`src/rtl/uart_tx_fifo_if.sv`:
```
// Write-side port bundle for uart_tx_fifo: ready/valid byte push plus FIFO level.
interface uart_tx_fifo_if #(
   parameter int FIFO_DEPTH_LOG2 = 4
);
   logic                     send_req;
   logic [7:0]               send_data;
   logic                     send_ready;
   logic [FIFO_DEPTH_LOG2:0] fifo_level;

   // Producer side (I/O decoder or bench).
   modport master (
      output send_req,
      output send_data,
      input  send_ready,
      input  fifo_level
   );

   // Transmitter side.
   modport slave (
      input  send_req,
      input  send_data,
      output send_ready,
      output fifo_level
   );
endinterface

```
`src/rtl/uart_tx_fifo.sv`:
```
// Buffered UART transmitter: bytes queue in a FIFO and are serialised on uart_tx
// with configurable baud divider, data width, parity and stop bits.
module uart_tx_fifo #(
   parameter int CLKS_PER_BIT    = 234,
   parameter int DATA_BITS       = 8,
   parameter int PARITY_MODE     = 0,
   parameter int STOP_BITS       = 1,
   parameter int FIFO_DEPTH_LOG2 = 4
) (
   input  logic          clk,
   input  logic          reset,
   uart_tx_fifo_if.slave wr,
   output logic          busy,
   output logic          uart_tx
);

   localparam int DEPTH = 1 << FIFO_DEPTH_LOG2;
   localparam int LW    = FIFO_DEPTH_LOG2 + 1;
   localparam logic [LW-1:0]              FULL_LEVEL = LW'(DEPTH);
   localparam logic [LW-1:0]              LEVEL_ONE  = 1;
   localparam logic [FIFO_DEPTH_LOG2-1:0] PTR_ONE    = 1;
   localparam logic [15:0]                LAST_TICK  = 16'(CLKS_PER_BIT - 1);
   localparam logic [2:0]                 LAST_DATA  = 3'(DATA_BITS - 1);
   localparam logic [2:0]                 LAST_STOP  = 3'(STOP_BITS - 1);
   localparam logic [7:0]                 DATA_MASK  = 8'((1 << DATA_BITS) - 1);
   localparam logic                       PARITY_ODD = (PARITY_MODE == 2);

   typedef enum logic [2:0] {
      S_IDLE,
      S_START,
      S_DATA,
      S_PARITY,
      S_STOP
   } state_t;

   state_t                     state_q, state_d;
   logic [15:0]                timer_q, timer_d;
   logic [2:0]                 bit_idx_q, bit_idx_d;
   logic [7:0]                 shift_q, shift_d;
   logic                       parity_q, parity_d;
   logic                       tx_q, tx_d;
   logic                       busy_q, busy_d;
   logic [LW-1:0]              level_q, level_d;
   logic                       ready_q, ready_d;
   logic [FIFO_DEPTH_LOG2-1:0] wr_ptr_q, wr_ptr_d;
   logic [FIFO_DEPTH_LOG2-1:0] rd_ptr_q, rd_ptr_d;
   logic [7:0]                 mem_q [DEPTH];

   logic       push;
   logic       pop;
   logic       empty;
   logic       cell_end;
   logic [7:0] head;

   assign push     = wr.send_req && ready_q;
   assign empty    = (level_q == '0);
   assign cell_end = (timer_q == LAST_TICK);
   assign head     = mem_q[rd_ptr_q];

   assign wr.send_ready = ready_q;
   assign wr.fifo_level = level_q;
   assign busy          = busy_q;
   assign uart_tx       = tx_q;

   // Frame sequencer: bit timer, state transitions, pop decision and line level.
   // The line level is derived from the current state, so uart_tx trails the
   // state register by one cycle; every cell still lasts CLKS_PER_BIT cycles.
   always_comb begin
      state_d   = state_q;
      timer_d   = timer_q;
      bit_idx_d = bit_idx_q;
      shift_d   = shift_q;
      parity_d  = parity_q;
      busy_d    = busy_q;
      pop       = 1'b0;
      tx_d      = 1'b1;

      if (state_q != S_IDLE) begin
         timer_d = cell_end ? '0 : timer_q + 16'd1;
      end

      case (state_q)
         S_IDLE: begin
            timer_d = '0;
            if (!empty) begin
               pop     = 1'b1;
               state_d = S_START;
               busy_d  = 1'b1;
            end
         end
         S_START: begin
            tx_d = 1'b0;
            if (cell_end) begin
               state_d   = S_DATA;
               bit_idx_d = '0;
            end
         end
         S_DATA: begin
            tx_d = shift_q[bit_idx_q];
            if (cell_end) begin
               if (bit_idx_q == LAST_DATA) begin
                  bit_idx_d = '0;
                  state_d   = (PARITY_MODE != 0) ? S_PARITY : S_STOP;
               end else begin
                  bit_idx_d = bit_idx_q + 3'd1;
               end
            end
         end
         S_PARITY: begin
            tx_d = parity_q;
            if (cell_end) begin
               state_d   = S_STOP;
               bit_idx_d = '0;
            end
         end
         S_STOP: begin
            if (cell_end) begin
               if (bit_idx_q == LAST_STOP) begin
                  if (!empty) begin
                     pop     = 1'b1;
                     state_d = S_START;
                  end else begin
                     state_d = S_IDLE;
                     busy_d  = 1'b0;
                  end
               end else begin
                  bit_idx_d = bit_idx_q + 3'd1;
               end
            end
         end
         default: begin
            state_d = S_IDLE;
            busy_d  = 1'b0;
         end
      endcase

      if (pop) begin
         shift_d   = head;
         parity_d  = (^head) ^ PARITY_ODD;
         bit_idx_d = '0;
      end
   end

   // FIFO bookkeeping: pointers, level and registered not-full flag.
   always_comb begin
      wr_ptr_d = wr_ptr_q;
      rd_ptr_d = rd_ptr_q;
      level_d  = level_q;
      if (push) begin
         wr_ptr_d = wr_ptr_q + PTR_ONE;
      end
      if (pop) begin
         rd_ptr_d = rd_ptr_q + PTR_ONE;
      end
      case ({push, pop})
         2'b10:   level_d = level_q + LEVEL_ONE;
         2'b01:   level_d = level_q - LEVEL_ONE;
         default: level_d = level_q;
      endcase
      ready_d = (level_d != FULL_LEVEL);
   end

   // State and control registers with synchronous reset.
   always_ff @(posedge clk) begin
      if (reset) begin
         state_q   <= S_IDLE;
         timer_q   <= '0;
         bit_idx_q <= '0;
         shift_q   <= '0;
         parity_q  <= 1'b0;
         tx_q      <= 1'b1;
         busy_q    <= 1'b0;
         level_q   <= '0;
         ready_q   <= 1'b1;
         wr_ptr_q  <= '0;
         rd_ptr_q  <= '0;
      end else begin
         state_q   <= state_d;
         timer_q   <= timer_d;
         bit_idx_q <= bit_idx_d;
         shift_q   <= shift_d;
         parity_q  <= parity_d;
         tx_q      <= tx_d;
         busy_q    <= busy_d;
         level_q   <= level_d;
         ready_q   <= ready_d;
         wr_ptr_q  <= wr_ptr_d;
         rd_ptr_q  <= rd_ptr_d;
      end
   end

   // FIFO storage; bits above DATA_BITS are cleared on entry so parity and
   // shifting never see them.
   always_ff @(posedge clk) begin
      if (push) begin
         mem_q[wr_ptr_q] <= wr.send_data & DATA_MASK;
      end
   end

endmodule

```
`src/flat_wrapper.sv`:
```
// flat-port wrapper written by rule: the top's interface ports become plain ports
module uart_tx_fifo_flat 
#(
   parameter int CLKS_PER_BIT    = 234,
   parameter int DATA_BITS       = 8,
   parameter int PARITY_MODE     = 0,
   parameter int STOP_BITS       = 1,
   parameter int FIFO_DEPTH_LOG2 = 4
)
  (clk, reset, busy, uart_tx, wr_send_req, wr_send_data, wr_send_ready, wr_fifo_level);
  uart_tx_fifo_if #(.FIFO_DEPTH_LOG2(FIFO_DEPTH_LOG2)) wr_i ();
  input  logic clk;
  input  logic reset;
  output logic busy;
  output logic uart_tx;
  input wire logic [$bits(wr_i.send_req)-1:0] wr_send_req;
  input wire logic [$bits(wr_i.send_data)-1:0] wr_send_data;
  output wire logic [$bits(wr_i.send_ready)-1:0] wr_send_ready;
  output wire logic [$bits(wr_i.fifo_level)-1:0] wr_fifo_level;
  assign wr_i.send_req = wr_send_req;
  assign wr_i.send_data = wr_send_data;
  assign wr_send_ready = wr_i.send_ready;
  assign wr_fifo_level = wr_i.fifo_level;
  uart_tx_fifo #(.CLKS_PER_BIT(CLKS_PER_BIT), .DATA_BITS(DATA_BITS), .PARITY_MODE(PARITY_MODE), .STOP_BITS(STOP_BITS), .FIFO_DEPTH_LOG2(FIFO_DEPTH_LOG2)) u_core (.clk(clk), .reset(reset), .wr(wr_i), .busy(busy), .uart_tx(uart_tx));
endmodule
```
`config.mk`:
```
export PLATFORM = sky130hd
export DESIGN_NAME = uart_tx_fifo_flat
export DESIGN_NICKNAME = d
export VERILOG_FILES = /design/src/rtl/uart_tx_fifo_if.sv /design/src/rtl/uart_tx_fifo.sv /design/src/flat_wrapper.sv
export SDC_FILE = /design/constraint.sdc
export NUM_CORES = 1
export LEC_CHECK = 0
export BUFFER_PORTS_ARGS = -buffer_cell sky130_fd_sc_hd__buf_4
export CAP_MARGIN = 10
export CORE_MARGIN = 2
export CORE_UTILIZATION = 65
export DETAILED_ROUTE_END_ITERATION = 8
export GPL_TIMING_DRIVEN = 1
export PLACE_DENSITY_LB_ADDON = 0.25
export SKIP_CTS_REPAIR_TIMING = 1
export SLEW_MARGIN = 20
export SYNTH_ARGS = -nofsm -noshare
export SYNTH_HDL_FRONTEND = slang
export SYNTH_SLANG_ARGS = --single-unit
```
`constraint.sdc`:
```
create_clock -name clk -period 5.7 [get_ports clk]
set_input_delay 0.57 -clock clk [delete_from_list [all_inputs] [get_ports clk]]
set_output_delay 0.57 -clock clk [all_outputs]
set_load 0.01 [all_outputs]
```
==> results.cfg <==
[run_status]
outcome = finished, final reports clean

[worst_setup_path]
path_cells = ha_1 -> nor3b_1 -> nand4_1 -> or2_2 -> a21o_1 -> clkinv_1 -> ha_1 -> xor2_1 -> ha_1 -> a21o_1 -> nand2_1 -> a21oi_1 -> a211oi_1 -> or3_1 -> a21oi_1 -> nand4_1
criticalPathCategory = reg -> reg
startpoint = u_core.timer_q[0]
cp_slowest_cell = dfxtp_1
cp.required_ns = 6.00
critical-path-top-delay-family = simple AND/OR/NAND/NOR gates
r2r_start = u_core.timer_q[0]
critical_path_arrival_ns = 4.34
max_stage_delay_ns = 0.42
endpoint_kind = register
start_kind = register
cp_num_buf_inv = 1
crit_path_frequent_cell = ha_1
crit_path_max_fanout = 19

[finish]
antenna_cells = 0
nNetsFinal = 545
final_area_sq_um = 8170
fin_cells = 673
syn_to_final_growth_pct = 10.8
layout-drive-gt1-share_pct = 15.9
fillers = 656

[drt]
num_vias = 4211
antenna_left = 0
routed_wl_mm = 14.1
drc = 0
wl_met3_microns = 789
viasPerCell = 6.26
wl_met1_mm = 5.88
wire_per_inst_microns = 20.9
top_layer_used = met4
drt_iter0_drc = 516
first_pass_iters = 5
dr_wl_met2_mm = 7.10

[yosys]
netlist_instances = 503
ys_types = 44
synth_area_sq_um = 7370
ys.flop_type = edfxtp_1
postSynthAreaPerCell_sq_um = 14.7
synthArstFlopShare_pct = 0
ys_seq_area_share_pct = 66.0
syn_nets = 527
synth-edff-count = 128
synth.ff_latch_count = 179
yosysWarnings = 0

[pwr]
p_leak_nw = 2.73
powerDensity_nw_per_um2 = 455
ir_worst_vdd_v = 0.000360

[clocking]
clockRootBuffer = clkbuf_16
htreeDepth = 4
cts_tree = built
clock_path_buffers = 2
cts.clk_slew.worst_paths_ns = 0.07
clock-sinks = 179
clk-insertion-delay-late_ns = 0.43
numCtsBuffers = 17

[sta]
layout_setup_ws_ns = 1.66
fin_crit_sh_pct = 70.9
rsz0062_at_grt = false
tightest_slew_ns = 0.869
finalSetupTns_ns = 0
fmax_mhz = 248
final-hold-violation-count = 0
slew-limit-headroom_pct = 41.9
period_minus_slack_ns = 4.04
slew_viol_final = 0
setup-violations-final = 0
finClkSkew_ns = 0.00962

[worst_hold_path]
min_path_type = reg -> reg
hold_path.startpoint = u_core.shift_q[7]

[die]
initial_utilization_pct = 67.4
die_width_microns = 111
rows = 38
core_sq_um = 10900
fp.dieH_microns = 111
die-area_sq_um = 12200
io_pins = 19

[placement]
place_area_sq_um = 7590
routabilityCongestion = 0.822
place_ws_ns = 1.72
dp.cells = 642
dp_hpwl_mm = 8.79
port_buffers = 18

[global_routing]
grt_overflow = 0
grt_pass1_wl_mm = 22.7
grt_pass1_vias = 4179
grt_start_max_net_pins = 33
antenna_found_initial = 0
grt_use_total_pct = 24.8

[flow_run]
drv_cap = 0
## final cells by class
cell class	instances	area (sq um)	area share, %
clock buffers	17	425	5.21
well taps	140	175	2.14
clock inverters	14	153	1.87
flip-flops and latches	179	4870	59.6
repair buffers	23	173	2.11
inverters	11	41.3	0.505
multi-input cells	289	2340	28.6
## path summary, 6_finish.rpt
path,cells past startpoint,end,slack (ns)
max,16,u_core.wr.send_ready,1.66
min,2,u_core.shift_q[7],0.46
min reg2reg,2,u_core.shift_q[7],0.46
max reg2reg,16,u_core.wr.send_ready,1.66
## where the power goes
group / leakage, nW / total [mW] / internal, mW / switching, mW
Combinational: 0.871 / 0.951 / 0.431 / 0.520
Clock: 0.285 / 1.15 / 0.650 / 0.502
Sequential: 1.57 / 1.61 / 1.50 / 0.112
Total: 2.73 / 3.72 / 2.58 / 1.13
## stage by stage
stage | hold slack [ns] | total power, mW | util (%)
floorplan | 0.433 | 2.37 | -
global placement | 0.449 | 2.55 | 69.5
detailed placement | 0.449 | 2.58 | 69.5
CTS | 0.437 | 3.74 | 74.7
global route | 0.459 | 3.90 | 74.7
finish | 0.458 | 3.72 | 74.7
## metal layers
| metal | vias to the layer above | track usage (%) |
|---|---|---|
| met3 | 29 | 6.81 |
| met1 | 2098 | 32.9 |
| li1 | 1932 | - |
| met2 | 152 | 39.0 |
| met5 | - | 0 |
| met4 | 0 | 10.7 |
## sequential cells by signal, indices dropped and copies added (netlist names), named ones only
signal / cells
u_core.busy: 1
u_core.mem_q: 128
u_core.wr.send_ready: 1
u_core.bit_idx_q: 3
u_core.state_q: 3
u_core.parity_q: 1
u_core.wr.fifo_level: 5
u_core.timer_q: 16
u_core.wr_ptr_q: 4
u_core.shift_q: 8
u_core.uart_tx: 1
u_core.rd_ptr_q: 4
## worst register-to-register path: cells and delay by family, from the launching register on
kind / cells / cell delay, ns
AO/OA/AOI/OAI: 5 / 0.82
adder cells (fa/ha/maj): 3 / 0.81
flip-flops: 1 / 0.42
buffers and inverters: 1 / 0.32
XOR/XNOR: 1 / 0.18
AND/OR/NAND/NOR: 6 / 1.35
## kinds of logic after synthesis
family	Yosys count	synth area share, %
DFF	179	66.0
and+or+nand+nor	149	9.40
xor gates and xnor gates	30	3.56
AOI/OAI and AO/OA	59	5.11
buffers and inverters	35	2.31
adders and majority gates	13	2.21
muxes	38	11.4
## synth_stat cells, types with 3 or more instances
library cell	count	area (sq um)
edfxtp_1	128	3840
nor2_1	53	199
dfxtp_1	51	1020
nand2_1	42	158
mux4_2	24	541
a21oi_1	21	105
a22oi_1	17	128
xnor2_1	16	140
xor2_1	14	123
clkbuf_1	13	48.8
ha_1	13	163
inv_1	10	37.5
mux4_1	10	263
nor3_1	10	50.1
nand4_1	9	56.3
nand3_1	7	35.0
o21ai_0	7	35.0
nand2b_1	6	37.5
or3_1	5	31.3
buf_2	4	20.0
mux2i_1	4	40.0
a211oi_1	3	22.5
a21o_1	3	22.5
buf_1	3	11.3
buf_6	3	33.8
nor2b_1	3	18.8
or2_2	3	18.8
## placed cells by master (no fill, tap or decap), types with 10 or more instances in the layout
cell	Yosys	final
mux4_1	10	10
nand2_1	42	42
xor2_1	14	14
clkbuf_16	0	17
xnor2_1	16	16
dfxtp_1	51	49
inv_1	10	10
buf_4	0	23
a22oi_1	17	17
nor2_1	53	53
mux4_2	24	24
a21oi_1	21	21
ha_1	13	13
edfxtp_1	128	128
nor3_1	10	10
(Power assumes the default switching activity.)
